$ cat src/rtl/axi_ar_arb2.sv
// rtl/axi_ar_arb2.sv - two-port AXI4 read arbiter with outstanding caps and starvation guard
module axi_ar_arb2 #(
  parameter int ADDR_W     = 29,
  parameter int DATA_W     = 32,
  parameter int MAX_OUT    = 4,
  parameter int STARVE_MAX = 8
) (
  input  logic              clk_i,
  input  logic              reset,
  input  logic [ADDR_W-1:0] s0_araddr,
  input  logic [7:0]        s0_arlen,
  input  logic              s0_arid,
  input  logic              s0_arvalid,
  output logic              s0_arready,
  input  logic [ADDR_W-1:0] s1_araddr,
  input  logic [7:0]        s1_arlen,
  input  logic              s1_arid,
  input  logic              s1_arvalid,
  output logic              s1_arready,
  output logic [1:0]        M_AXI_ARID,
  output logic [ADDR_W-1:0] M_AXI_ARADDR,
  output logic [7:0]        M_AXI_ARLEN,
  output logic [2:0]        M_AXI_ARSIZE,
  output logic [1:0]        M_AXI_ARBURST,
  output logic [3:0]        M_AXI_ARCACHE,
  output logic              M_AXI_ARLOCK,
  output logic [2:0]        M_AXI_ARPROT,
  output logic [3:0]        M_AXI_ARQOS,
  output logic              M_AXI_ARVALID,
  input  logic              M_AXI_ARREADY,
  input  logic [1:0]        M_AXI_RID,
  input  logic [DATA_W-1:0] M_AXI_RDATA,
  input  logic              M_AXI_RLAST,
  input  logic              M_AXI_RVALID,
  output logic              M_AXI_RREADY,
  output logic [DATA_W-1:0] s0_rdata,
  output logic              s0_rlast,
  output logic              s0_rvalid,
  input  logic              s0_rready,
  output logic [DATA_W-1:0] s1_rdata,
  output logic              s1_rlast,
  output logic              s1_rvalid,
  input  logic              s1_rready,
  output logic              err_o
);

  localparam int CW = 4;
  localparam int SW = $clog2(STARVE_MAX + 1);

  typedef enum logic {IDLE, ISSUE} state_t;

  state_t          state, state_n;
  logic [CW-1:0]   cnt0, cnt1;
  logic [SW-1:0]   starve;
  logic            elig0, elig1, win0, win1;
  logic            grant0, grant1;
  logic            ar_hs, r_last_hs, r_src;
  logic            unused_rid0;

  assign M_AXI_ARSIZE  = 3'b010;
  assign M_AXI_ARBURST = 2'b01;
  assign M_AXI_ARCACHE = 4'b0011;
  assign M_AXI_ARLOCK  = 1'b0;
  assign M_AXI_ARPROT  = 3'b000;
  assign M_AXI_ARQOS   = 4'b0000;
  assign unused_rid0   = M_AXI_RID[0];

  // Eligibility and winner selection; port 1 only wins a contested slot once starved
  always_comb begin
    elig0 = s0_arvalid && (cnt0 < CW'(MAX_OUT));
    elig1 = s1_arvalid && (cnt1 < CW'(MAX_OUT));
    win1  = elig1 && (!elig0 || (starve == SW'(STARVE_MAX)));
    win0  = elig0 && !win1;
  end

  // FSM state register
  always_ff @(posedge clk_i or posedge reset) begin
    if (reset) state <= IDLE;
    else       state <= state_n;
  end

  // FSM next state and the one-cycle accept pulses; nothing is granted while reset is held
  always_comb begin
    state_n = state;
    grant0  = 1'b0;
    grant1  = 1'b0;
    case (state)
      IDLE: begin
        if (!reset) begin
          grant0 = win0;
          grant1 = win1;
          if (win0 || win1) state_n = ISSUE;
        end
      end
      ISSUE: begin
        if (M_AXI_ARREADY) state_n = IDLE;
      end
      default: state_n = IDLE;
    endcase
  end

  assign s0_arready = grant0;
  assign s1_arready = grant1;
  assign ar_hs      = M_AXI_ARVALID && M_AXI_ARREADY;

  // AR channel registers: captured on a grant, held until the master accepts
  always_ff @(posedge clk_i or posedge reset) begin
    if (reset) begin
      M_AXI_ARVALID <= 1'b0;
      M_AXI_ARADDR  <= '0;
      M_AXI_ARLEN   <= '0;
      M_AXI_ARID    <= '0;
    end else if (grant0 || grant1) begin
      M_AXI_ARVALID <= 1'b1;
      M_AXI_ARADDR  <= grant1 ? s1_araddr : s0_araddr;
      M_AXI_ARLEN   <= grant1 ? s1_arlen : s0_arlen;
      M_AXI_ARID    <= grant1 ? {1'b1, s1_arid} : {1'b0, s0_arid};
    end else if (ar_hs) begin
      M_AXI_ARVALID <= 1'b0;
    end
  end

  // Starvation counter: counts port-0 wins that passed over a waiting port 1
  always_ff @(posedge clk_i or posedge reset) begin
    if (reset) begin
      starve <= '0;
    end else if (grant1) begin
      starve <= '0;
    end else if (grant0 && s1_arvalid && (starve != SW'(STARVE_MAX))) begin
      starve <= starve + 1'b1;
    end
  end

  // R path: route by the source bit of RID, data and last are broadcast
  always_comb begin
    r_src        = M_AXI_RID[1];
    M_AXI_RREADY = r_src ? s1_rready : s0_rready;
    s0_rvalid    = M_AXI_RVALID && !r_src;
    s1_rvalid    = M_AXI_RVALID && r_src;
    s0_rdata     = M_AXI_RDATA;
    s1_rdata     = M_AXI_RDATA;
    s0_rlast     = M_AXI_RLAST;
    s1_rlast     = M_AXI_RLAST;
    r_last_hs    = M_AXI_RVALID && M_AXI_RREADY && M_AXI_RLAST;
  end

  // Outstanding burst counters; a last beat with nothing outstanding flags a sticky error
  always_ff @(posedge clk_i or posedge reset) begin
    if (reset) begin
      cnt0  <= '0;
      cnt1  <= '0;
      err_o <= 1'b0;
    end else begin
      if (ar_hs && !M_AXI_ARID[1] && !(r_last_hs && !r_src)) begin
        cnt0 <= cnt0 + 1'b1;
      end else if (r_last_hs && !r_src && !(ar_hs && !M_AXI_ARID[1])) begin
        if (cnt0 == '0) err_o <= 1'b1;
        else            cnt0  <= cnt0 - 1'b1;
      end
      if (ar_hs && M_AXI_ARID[1] && !(r_last_hs && r_src)) begin
        cnt1 <= cnt1 + 1'b1;
      end else if (r_last_hs && r_src && !(ar_hs && M_AXI_ARID[1])) begin
        if (cnt1 == '0) err_o <= 1'b1;
        else            cnt1  <= cnt1 - 1'b1;
      end
    end
  end

endmodule

$ cat config.mk
export PLATFORM = sky130hd
export DESIGN_NAME = axi_ar_arb2
export DESIGN_NICKNAME = d
export VERILOG_FILES = /design/src/rtl/axi_ar_arb2.sv
export SDC_FILE = /design/constraint.sdc
export NUM_CORES = 1
export LEC_CHECK = 0
export BUFFER_PORTS_ARGS = -buffer_cell sky130_fd_sc_hd__buf_4
export CAP_MARGIN = 5
export CORE_ASPECT_RATIO = 0.8
export CORE_MARGIN = 1
export CORE_UTILIZATION = 35
export CTS_CLUSTER_SIZE = 8
export DETAILED_ROUTE_END_ITERATION = 8
export PLACE_DENSITY = 0.81
export RECOVER_POWER = 25
export SYNTH_ARGS = -nofsm -noshare
export SYNTH_HDL_FRONTEND = slang
export SYNTH_SLANG_ARGS = --single-unit
$ cat constraint.sdc
create_clock -name clk_i -period 2.3 [get_ports clk_i]
set_clock_uncertainty 0.05 [all_clocks]
set_input_delay 0.115 -clock clk_i [delete_from_list [all_inputs] [get_ports clk_i]]
set_output_delay 0.115 -clock clk_i [all_outputs]
set_load 0.01 [all_outputs]
==> impl_metrics.toml, run 1 <==
[run_status]
outcome = "finished clean"

[timing]
rsz0062_at_grt = "false"
finalWorstSetupSlack_ns = 0.1320
clock.fmax_mhz = 461.2
finalSetupViolCount = 0
slew_violations = 0
period_share = 0.9426
fin_setup_tns_ns = 0
timing.final.crit_period_ns = 2.168
worstMarginPinSlew_ns = 0.6429
finalHoldViolations = 0
max-slew-margin-rel = 0.5707

[cells_and_area]
final_cells = 546
drive_above_1_share = 0.3735
antenna_cells = 0
nets = 561
syn_to_final_growth_pct = 24.51

[grt]
grt_max_degree = 78
antenna_found_initial = 0
first_global_vias = 2432
grt_first_pass_wirelength_um = 11570
overflow = 0
track_usage = 0.1550

[route]
ant_nets = 0
dr.pass1.iters = 4
first_iter_violations = 147
drc = 0
totalWireLength_um = 7758
wl_per_cell_um = 14.21
vias = 2637
viasPerCell = 4.830

[yosys]
avgSynthCellArea_um2 = 8.967
synth_area_leaders = "dfrtp_1 41%, buf_4 19%, o22ai_1 7.2%"
synth.most_common_cell = "buf_4"
yosysSeqAreaShare = 0.4117
synth_top_area_share = 0.4117
synth_cells = 366
synth-seq-cells = 54
synth-edff-count = 0
synthesis.area_um2 = 3282
ys_warn_count = 0
yosys-top-cells-count = "85 x buf_4, 54 x dfrtp_1, 53 x nand2_1"
synth_async_sr_flop_share = 1.000
synthFlopType = "dfrtp_1"
synth_area_leader_cell = "dfrtp_1"
synth_cell_type_count = 37

[die]
ios = 248
fp.coreArea_um2 = 9076
chipHeight_um = 88.61
die_w_um = 110.3
die-area_um2 = 9771
initial_utilization = 0.3616
num_rows = 31

[clocking]
post-cts-setup-buffers = 0
cts_root_buf = "clkbuf_16"
cts_tree = "built"
path_clk_slew_ns = 0.07
cts_sinks = 54
clk-insertion-delay-late_ns = 0.29
h-tree-depth = 2
cts_buffers = 5
cts_max_path_buffers = 2

[placed_design]
hpwl_um = 5886
gp_congestion = 0.7723
pre_cts_ws_ns = 0.1555
portBuffers = 133
place_inst = 536

[power]
ir_drop_uv = 449.5
p_leak_nw = 2.047
p_per_area_nw_per_um2 = 1141

[worst_setup_path]
r2r_slack_ns = 0.19
end_kind = "register"
crit_start = "M_AXI_ARREADY"
worst_setup_path_start_kind = "input pin"
crit_required_ns = 2.46
crit_top_cell = "inv_1"
timing.rr.start = "M_AXI_ARID[1]$_DFFE_PP0P_"
cp_cell_sequence = "dlygate4sd3_1 > buf_4 > nand2_1 > or2_2 > inv_1 > ha_1 > inv_1 > ha_4 > nand3_1 > and3_1 > o21ai_1 > xnor2_1"
setup.worst_path.class = "input pin to register"
cp_data_arrival_time_ns = 2.33
max_stage_delay_ns = 0.52
crit_fanout = 5
critPathSlowestCell = "dlygate4sd3_1"

[flow_run]
cap_violations = 0

[hold_path]
holdCritPathClass = "input pin to register"
hold_start = "s1_arlen[1]"
[kinds of logic (layout without fill, tap and decap cells)]
family / Yosys count / in the layout / synth area share
buffers and inverters: 111 / 161 / 0.2272
AOI/OAI and AO/OA: 98 / 98 / 0.1735
and+or+nand+nor: 82 / 82 / 0.1144
DFF: 54 / 54 / 0.4117
adders and majority gates: 12 / 12 / 0.05032
xor gates and xnor gates: 4 / 4 / 0.01067
muxes: 3 / 3 / 0.009912
other: 2 / 17 / 0.002288
[cells in the final DEF (no fill, tap or decap), types with 3 or more instances in the layout]
master       n
or2_2        4
a21oi_1      4
nand3_1      4
conb_1      17
dfrtp_1     54
inv_1       10
and3_1       3
nand2_1     53
o21ai_0     24
ha_1         9
buf_4      138
nor2_1       5
clkbuf_16    5
and2_1       3
o22ai_1     38
xnor2_1      4
o21ai_1     23
[final cells by class]
type / instances / area, um^2
Clock buffer: 6 / 138.9
Clock inverter: 2 / 38.79
Fill cell: 882 / 4990
Inverter: 11 / 41.29
Multi-Input combinational cell: 216 / 1276
Sequential cell: 54 / 1351
Tap cell: 115 / 143.9
Timing Repair Buffer: 142 / 1096
[per-layer routing]
metal / track usage / wire (um) / vias to the layer above
li1: - / - / 1276
met1: 0.1937 / 3373 / 1210
met2: 0.2513 / 3567 / 142
met3: 0.05228 / 730 / 9
met4: 0.05383 / 86 / 0
met5: 0 / 0 / -
[worst max-delay path, delay by kind of cell]
family                     cells  cell delay [ns]
adders and majority gates      2             0.49
and+or+nand+nor                4             0.60
buffers and inverters          4             0.82
xor gates and xnor gates       1             0.13
AOI/OAI and AO/OA              1             0.16
[worst paths after layout]
| path | to | cells after the start |
|---|---|---|
| hold / removal | M_AXI_ARLEN[1]$_DFFE_PP0P_ | 3 |
| min in group asynchronous | M_AXI_ARLEN[6]$_DFFE_PP0P_ | 3 |
| hold reg to reg | M_AXI_ARLEN[5]$_DFFE_PP0P_ | 2 |
| max in group asynchronous | M_AXI_ARLEN[2]$_DFFE_PP0P_ | 4 |
| setup reg to reg | cnt0[3]$_DFFE_PP0P_ | 9 |
| setup / recovery | cnt0[3]$_DFFE_PP0P_ | 12 |
[per-stage QoR]
| stage | total power (W) | instance area [um^2] | hold WS, ns | util |
|---|---|---|---|---|
| 2_1_floorplan | 0.002937 | 3338 | 0.1614 | - |
| 3_3_place_gp | 0.003672 | 3872 | 0.1801 | 0.4267 |
| 3_5_place_dp | 0.003787 | 3872 | 0.1801 | 0.4267 |
| 4_1_cts | 0.004701 | 4070 | 0.02903 | 0.4484 |
| 5_1_grt | 0.005041 | 4086 | 0.04148 | 0.4502 |
| 6_report | 0.004661 | 4086 | 0.03852 | 0.4502 |
[flip-flops by register name, indices dropped and copies added, names as in the netlist]
signal and count:
M_AXI_ARADDR 29, M_AXI_ARID 2, M_AXI_ARLEN 8, M_AXI_ARVALID 1
cnt0 4, cnt1 4, err_o 1, starve 4
state 1
[power by group]
group          internal, W  leakage [nW]  switching (W)  total [W]
Sequential         0.00138         0.677       0.000313    0.00169
Combinational      0.00104          1.28        0.00104    0.00208
Clock             0.000547        0.0875       0.000338   0.000885
Total              0.00297          2.05        0.00169    0.00466
[timing repair]
item                                   CTS  global route
resized for setup                        0             2
hold buffers                             2             0
endpoints found under the hold margin   30             0
setup endpoints to repair                0             1
Power figures use the tool's default switching activity.
==> run 2: changes to the inputs <==
--- a/config.mk
+++ b/config.mk
@@ -7,12 +7,11 @@
 export LEC_CHECK = 0
 export BUFFER_PORTS_ARGS = -buffer_cell sky130_fd_sc_hd__buf_4
 export CAP_MARGIN = 5
-export CORE_ASPECT_RATIO = 0.8
-export CORE_MARGIN = 1
-export CORE_UTILIZATION = 35
+export CORE_AREA = 2 2 96 98
 export CTS_CLUSTER_SIZE = 8
 export DETAILED_ROUTE_END_ITERATION = 8
-export PLACE_DENSITY = 0.81
+export DIE_AREA = 0 0 98 100
+export PLACE_DENSITY = 0.85
 export RECOVER_POWER = 25
 export SYNTH_ARGS = -nofsm -noshare
 export SYNTH_HDL_FRONTEND = slang
==> constraint.sdc (replaced) <==
create_clock -name clk_i -period 2.3 [get_ports clk_i]
set_clock_uncertainty 0.05 [all_clocks]
set_input_delay 0.23 -clock clk_i [delete_from_list [all_inputs] [get_ports clk_i]]
set_output_delay 0.23 -clock clk_i [all_outputs]
set_load 0.01 [all_outputs]
==> run 2 against run 1 <==
Fmax shrank 0.32%. Sequential share of layout area grew 0.82 points. Non-clock buffer count shrank 1. Die area grew 0.30%.
==> impl_metrics.toml, run 2 (synthesis results as in run 1) <==
[die]
die_w_um = 98
ios = 248
num_rows = 35
chipHeight_um = 100
die-area_um2 = 9800
fp.coreArea_um2 = 8890
initial_utilization = 0.3692

[power]
p_clk_frac = 0.145
p_sw_frac = 0.3746
ir_drop_uv = 512.9
p_per_area_nw_per_um2 = 1092
p_seq_frac = 0.384
total_power_w = 0.004353
p_leak_nw = 2.005
combPwrFrac = 0.471
p_switching_w = 0.001630
power_report.internal_total_w = 0.002722

[timing]
max-slew-margin-rel = 0.5735
finalWorstSetupSlack_ns = 0.1250
finalSetupViolCount = 0
finalHoldViolations = 0
slew_violations = 0
fin_setup_tns_ns = 0
period_share = 0.9457
rsz0062_at_grt = "false"
clock.fmax_mhz = 459.8
timing.final.crit_period_ns = 2.175
worstMarginPinSlew_ns = 0.6383

[cells_and_area]
top_regs = "M_AXI_ARADDR (29), M_AXI_ARLEN (8)"
layout_common_cells = "138 x buf_4, 54 x dfrtp_1, 53 x nand2_1, 38 x o22ai_1, 24 x o21ai_0"
regArea_um2 = 1351
regMostFlops = "M_AXI_ARADDR"
antenna_cells = 0
final_cells = 541
fillCellCount = 832
multiInputGateArea_um2 = 1260
nets = 560
largest_reg_flops = 29
final_common_cell = "buf_4"
syn_to_final_growth_pct = 21.50
drive_above_1_share = 0.3674

[route]
wl_per_cell_um = 13.50
drc = 0
dr.pass1.iters = 4
vias = 2564
ant_nets = 0
first_iter_violations = 71
viasPerCell = 4.739
totalWireLength_um = 7301

[worst_setup_path]
setup.worst_path.class = "register to register"
end_kind = "register"
crit_required_ns = 2.44
cp_data_arrival_time_ns = 2.32
worst_setup_path_start_kind = "register"
crit_fanout = 5

[placed_design]
place_inst = 532
gp_congestion = 0.7420
hpwl_um = 5704
portBuffers = 133
pre_cts_ws_ns = 0.07538

[grt]
track_usage = 0.1420
grt_max_degree = 53
antenna_found_initial = 0
first_global_vias = 2493
overflow = 0
grt_first_pass_wirelength_um = 11490

[clocking]
cts_sinks = 54
h-tree-depth = 2
cts_root_buf = "clkbuf_8"
path_clk_slew_ns = 0.10
clk-insertion-delay-late_ns = 0.30
cts_tree = "built"
cts_buffers = 5
cts_max_path_buffers = 2
post-cts-setup-buffers = 0

[flow_run]
cap_violations = 0

[run_status]
outcome = "finished clean"

[hold_path]
holdCritPathClass = "input pin to register"
-- run 2: cell count changes in the layout (fill, tap and decap cells not counted), sizes merged --
cell and delta:
inv -1, clkinvlp +1, dlygate4sd3 -1
-- run 2: metrics by stage --
stage          hold WS (ns)    util  instance area, um^2
3_5_place_dp         0.3054  0.4350                 3867
4_1_cts             0.08911  0.4486                 3988
3_3_place_gp         0.2930  0.4350                 3867
2_1_floorplan        0.2764       -                 3338
6_report            0.09606  0.4486                 3988
5_1_grt             0.08560  0.4486                 3988
-- run 2: worst paths after layout --
path | from | to | slack, ns | cells after the start
max | M_AXI_ARID[1]$_DFFE_PP0P_ | cnt0[3]$_DFFE_PP0P_ | 0.12 | 9
min | M_AXI_ARREADY | state$_DFF_PP0_ | 0.1 | 2
max reg2reg | M_AXI_ARID[1]$_DFFE_PP0P_ | cnt0[3]$_DFFE_PP0P_ | 0.12 | 9
min reg2reg | M_AXI_ARADDR[25]$_DFFE_PP0P_ | M_AXI_ARADDR[25]$_DFFE_PP0P_ | 0.44 | 2
max in group asynchronous | reset | M_AXI_ARID[0]$_DFFE_PP0P_ | 1.10 | 4
min in group asynchronous | reset | M_AXI_ARID[1]$_DFFE_PP0P_ | 0.52 | 3
-- run 2: final cells by class --
class	instances	share of cell area
Clock buffer	6	0.01820
Clock inverter	2	0.009413
Inverter	11	0.01035
Multi-Input combinational cell	216	0.3160
Sequential cell	54	0.3389
Tap cell	111	0.03483
Timing Repair Buffer	141	0.2724
-- run 2: power by group through the flow --
stage	logic (W)	clock network, W	registers, W
after floorplan	0.00113	0	0.00181
after global placement	0.00199	0	0.00167
after detailed placement	0.00207	0	0.00169
after CTS	0.00207	0.000664	0.00167
after global routing	0.00228	0.000706	0.00173
final	0.00205	0.000632	0.00167
-- run 2: worst max-delay path: stages (launching register included) --
cell	delay (ns)
dfrtp_1	0.43
or2_2	0.32
inv_1	0.07
ha_1	0.18
inv_1	0.10
ha_1	0.33
a21oi_1	0.20
and3_1	0.19
o21ai_1	0.07
xnor2_1	0.12
-- run 2: timing repair --
item                                   4_1_cts  5_1_grt
setup endpoints to repair                    0        0
gates resized for setup                      0        0
endpoints found under the hold margin       26        0
hold buffers                                 1        0
-- run 2: metal layers --
layer	up-vias	global-route usage	share of wire
met2	128	0.2545	0.50
met4	0	0.03205	0.011
met3	11	0.04318	0.089
met5	-	0	0
li1	1270	-	-
met1	1155	0.1682	0.40
==> run 3: changes to the inputs <==
--- a/config.mk
+++ b/config.mk
@@ -5,13 +5,15 @@
 export SDC_FILE = /design/constraint.sdc
 export NUM_CORES = 1
 export LEC_CHECK = 0
+export ABC_AREA = 1
 export BUFFER_PORTS_ARGS = -buffer_cell sky130_fd_sc_hd__buf_4
 export CAP_MARGIN = 5
-export CORE_AREA = 2 2 96 98
+export CORE_ASPECT_RATIO = 0.8
+export CORE_MARGIN = 1
+export CORE_UTILIZATION = 43
 export CTS_CLUSTER_SIZE = 8
 export DETAILED_ROUTE_END_ITERATION = 8
-export DIE_AREA = 0 0 98 100
-export PLACE_DENSITY = 0.85
+export PLACE_DENSITY = 0.9
 export RECOVER_POWER = 25
 export SYNTH_ARGS = -nofsm -noshare
 export SYNTH_HDL_FRONTEND = slang
==> run 3 against run 2 <==
Fmax grew 2.1%. Utilization rose by 7.5 points. Total power rose by 5.2%. Synthesized area up 17%. Worst setup slack better by 0.045 ns. Flip-flop and latch count unchanged. Sequential power rose by 2%. Non-clock buffer count grew 1. Critical path depth decreased by 1. First-iteration DRC count increased by 45%. Global-route usage grew 4.0 points. Critical path type is now register to output pin. Highest routed layer unchanged.
==> impl_metrics.toml, run 3 <==
[run_status]
outcome = "finished clean"

[grt]
first_global_vias = 3005
use_met2 = 0.3232
grt_util_met1 = 0.2203
grt-busiest-layer = "met2"
met3_usage = 0.04436
antenna_found_initial = 0
overflow = 0
track_usage = 0.1824
grt_first_pass_wirelength_um = 13520
grt_max_degree = 42

[placed_design]
place_area_um2 = 4392
gp_congestion = 0.7554
hpwl_um = 6330
portBuffers = 133
place_inst = 676

[timing]
period_share = 0.9259
timing.final.crit_period_ns = 2.130
worstMarginPinSlew_ns = 0.7039
clock.fmax_mhz = 469.6
finalHoldViolations = 0
max-slew-margin-rel = 0.5302
rsz0062_at_grt = "false"
finalSetupViolCount = 0
fin_setup_tns_ns = 0
slew_violations = 0

[yosys]
synthFlopType = "dfrtp_1"
synth.most_common_cell = "nand2_1"
ys_warn_count = 0
avgSynthCellArea_um2 = 7.483
synth_top_area_share = 0.3534
synth_async_sr_flop_share = 1.000
synth_cells = 511
synth_cell_type_count = 25
yosysSeqAreaShare = 0.3534
synth_area_leaders = "dfrtp_1 35%, buf_4 17%, nand2_1 14%"
synthesis.area_um2 = 3824
synth-seq-cells = 54
yosys-top-cells-count = "144 x nand2_1, 85 x buf_4, 66 x inv_1"
synth_area_leader_cell = "dfrtp_1"
synth-edff-count = 0

[clocking]
cts_max_path_buffers = 2
cts_buffers = 5
cts-resized-gates = 0
h-tree-depth = 2
cts_sinks = 54
cts_tree = "built"
post-cts-setup-buffers = 0
ctsHoldBuffers = 1
cts_root_buf = "clkbuf_8"
clk-insertion-delay-late_ns = 0.30
path_clk_slew_ns = 0.10

[cells_and_area]
antenna_cells = 0
layout_common_cells = "144 x nand2_1, 139 x buf_4, 65 x inv_1, 54 x dfrtp_1, 53 x nand3_1"
fillCellCount = 811
largest_reg_flops = 29
regMostFlops = "M_AXI_ARADDR"
drive_above_1_share = 0.2657
top_regs = "M_AXI_ARADDR (29), M_AXI_ARLEN (8)"
multiInputGateArea_um2 = 1569
final_cells = 684
syn_to_final_growth_pct = 17.11
fin_area_um2 = 4478
regArea_um2 = 1351
post-route-util = 0.5232
nets = 703
final_common_cell = "nand2_1"

[route]
drc = 0
dr.pass1.iters = 4
viasPerCell = 4.773
vias = 3265
ant_nets = 0
totalWireLength_um = 8510
first_iter_violations = 103
wl_per_cell_um = 12.44

[die]
die-area_um2 = 9276
num_rows = 30
ios = 248
die_w_um = 107.4
chipHeight_um = 86.35
initial_utilization = 0.4468
fp.coreArea_um2 = 8558

[worst_setup_path]
end_kind = "output pin"
setup.worst_path.class = "register to output pin"
worst_setup_path_start_kind = "register"
crit_required_ns = 2.02
crit_fanout = 21
r2r_slack_ns = 0.29
cp_data_arrival_time_ns = 1.85

[flow_run]
cap_violations = 0

[hold_path]
holdCritPathClass = "input pin to register"

[power]
total_power_w = 0.004577
p_leak_nw = 2.591
ir_drop_uv = 430.5
p_per_area_nw_per_um2 = 1022
[run 3: cell types whose count changed in the layout (fill, tap and decap cells not counted), moves of 15 or more]
cell      before  now
o21ai_0       24    9
nand3b_1       0   38
o21ai_1       23    0
inv_1         10   65
o22ai_1       38    0
nand3_1        4   53
nand2_1       53  144
[run 3: path summary, 6_finish.rpt]
path | cells past startpoint | start | to
max in group asynchronous | 4 | reset | M_AXI_ARLEN[1]$_DFFE_PP0P_
hold reg to reg | 2 | M_AXI_ARADDR[18]$_DFFE_PP0P_ | M_AXI_ARADDR[18]$_DFFE_PP0P_
setup / recovery | 8 | starve[0]$_DFFE_PP0P_ | s1_arready
setup reg to reg | 10 | M_AXI_ARVALID$_DFFE_PP0P_ | cnt0[3]$_DFFE_PP0P_
hold / removal | 2 | M_AXI_ARREADY | M_AXI_ARVALID$_DFFE_PP0P_
min in group asynchronous | 3 | reset | state$_DFF_PP0_
[run 3: critical path, cell delays in order (launching register included)]
cell	delay, ns
dfrtp_1	0.44
inv_1	0.07
ha_1	0.17
nand3_1	0.10
nand3_2	0.12
buf_4	0.27
inv_1	0.07
nor2_1	0.16
buf_4	0.15
[run 3: logic make-up (layout without fill, tap and decap cells)]
kind of cell / after synthesis / in the layout / share of synthesized area
AND/OR/NAND/NOR: 252 / 252 / 0.3102
buffers and inverters: 169 / 215 / 0.2523
flip-flops: 54 / 54 / 0.3534
AO/OA/AOI/OAI: 14 / 14 / 0.02062
adder cells (fa/ha/maj): 12 / 12 / 0.04319
XOR/XNOR: 8 / 8 / 0.01833
other: 2 / 17 / 0.001964
[run 3: power breakdown]
group          internal [W]  switching (W)  total, W
clock network      0.000211       0.000290  0.000501
logic               0.00108        0.00129   0.00237
registers           0.00138       0.000324   0.00171
total               0.00267        0.00191   0.00458
[run 3: final cells by class]
| cell class | instances | share of cell area |
|---|---|---|
| clock buffer | 7 | 0.01704 |
| inverter | 66 | 0.05532 |
| multi-input combinational | 303 | 0.3504 |
| sequential | 54 | 0.3018 |
| tap | 112 | 0.03129 |
| timing repair buffer | 142 | 0.2442 |
[run 3: per-layer routing]
metal / vias up / routed length, um
li1: 1592 / -
met1: 1537 / 3671
met2: 118 / 4163
met3: 18 / 577
met4: 0 / 97
met5: - / 0
[run 3: through the flow]
stage	hold slack, ns	worst slack [ns]
final	0.06938	0.1705
after CTS	0.06655	0.1380
after floorplan	0.2764	0.4590
after global routing	0.08257	0.01576
after detailed placement	0.2958	0.07359
after global placement	0.2963	0.2213
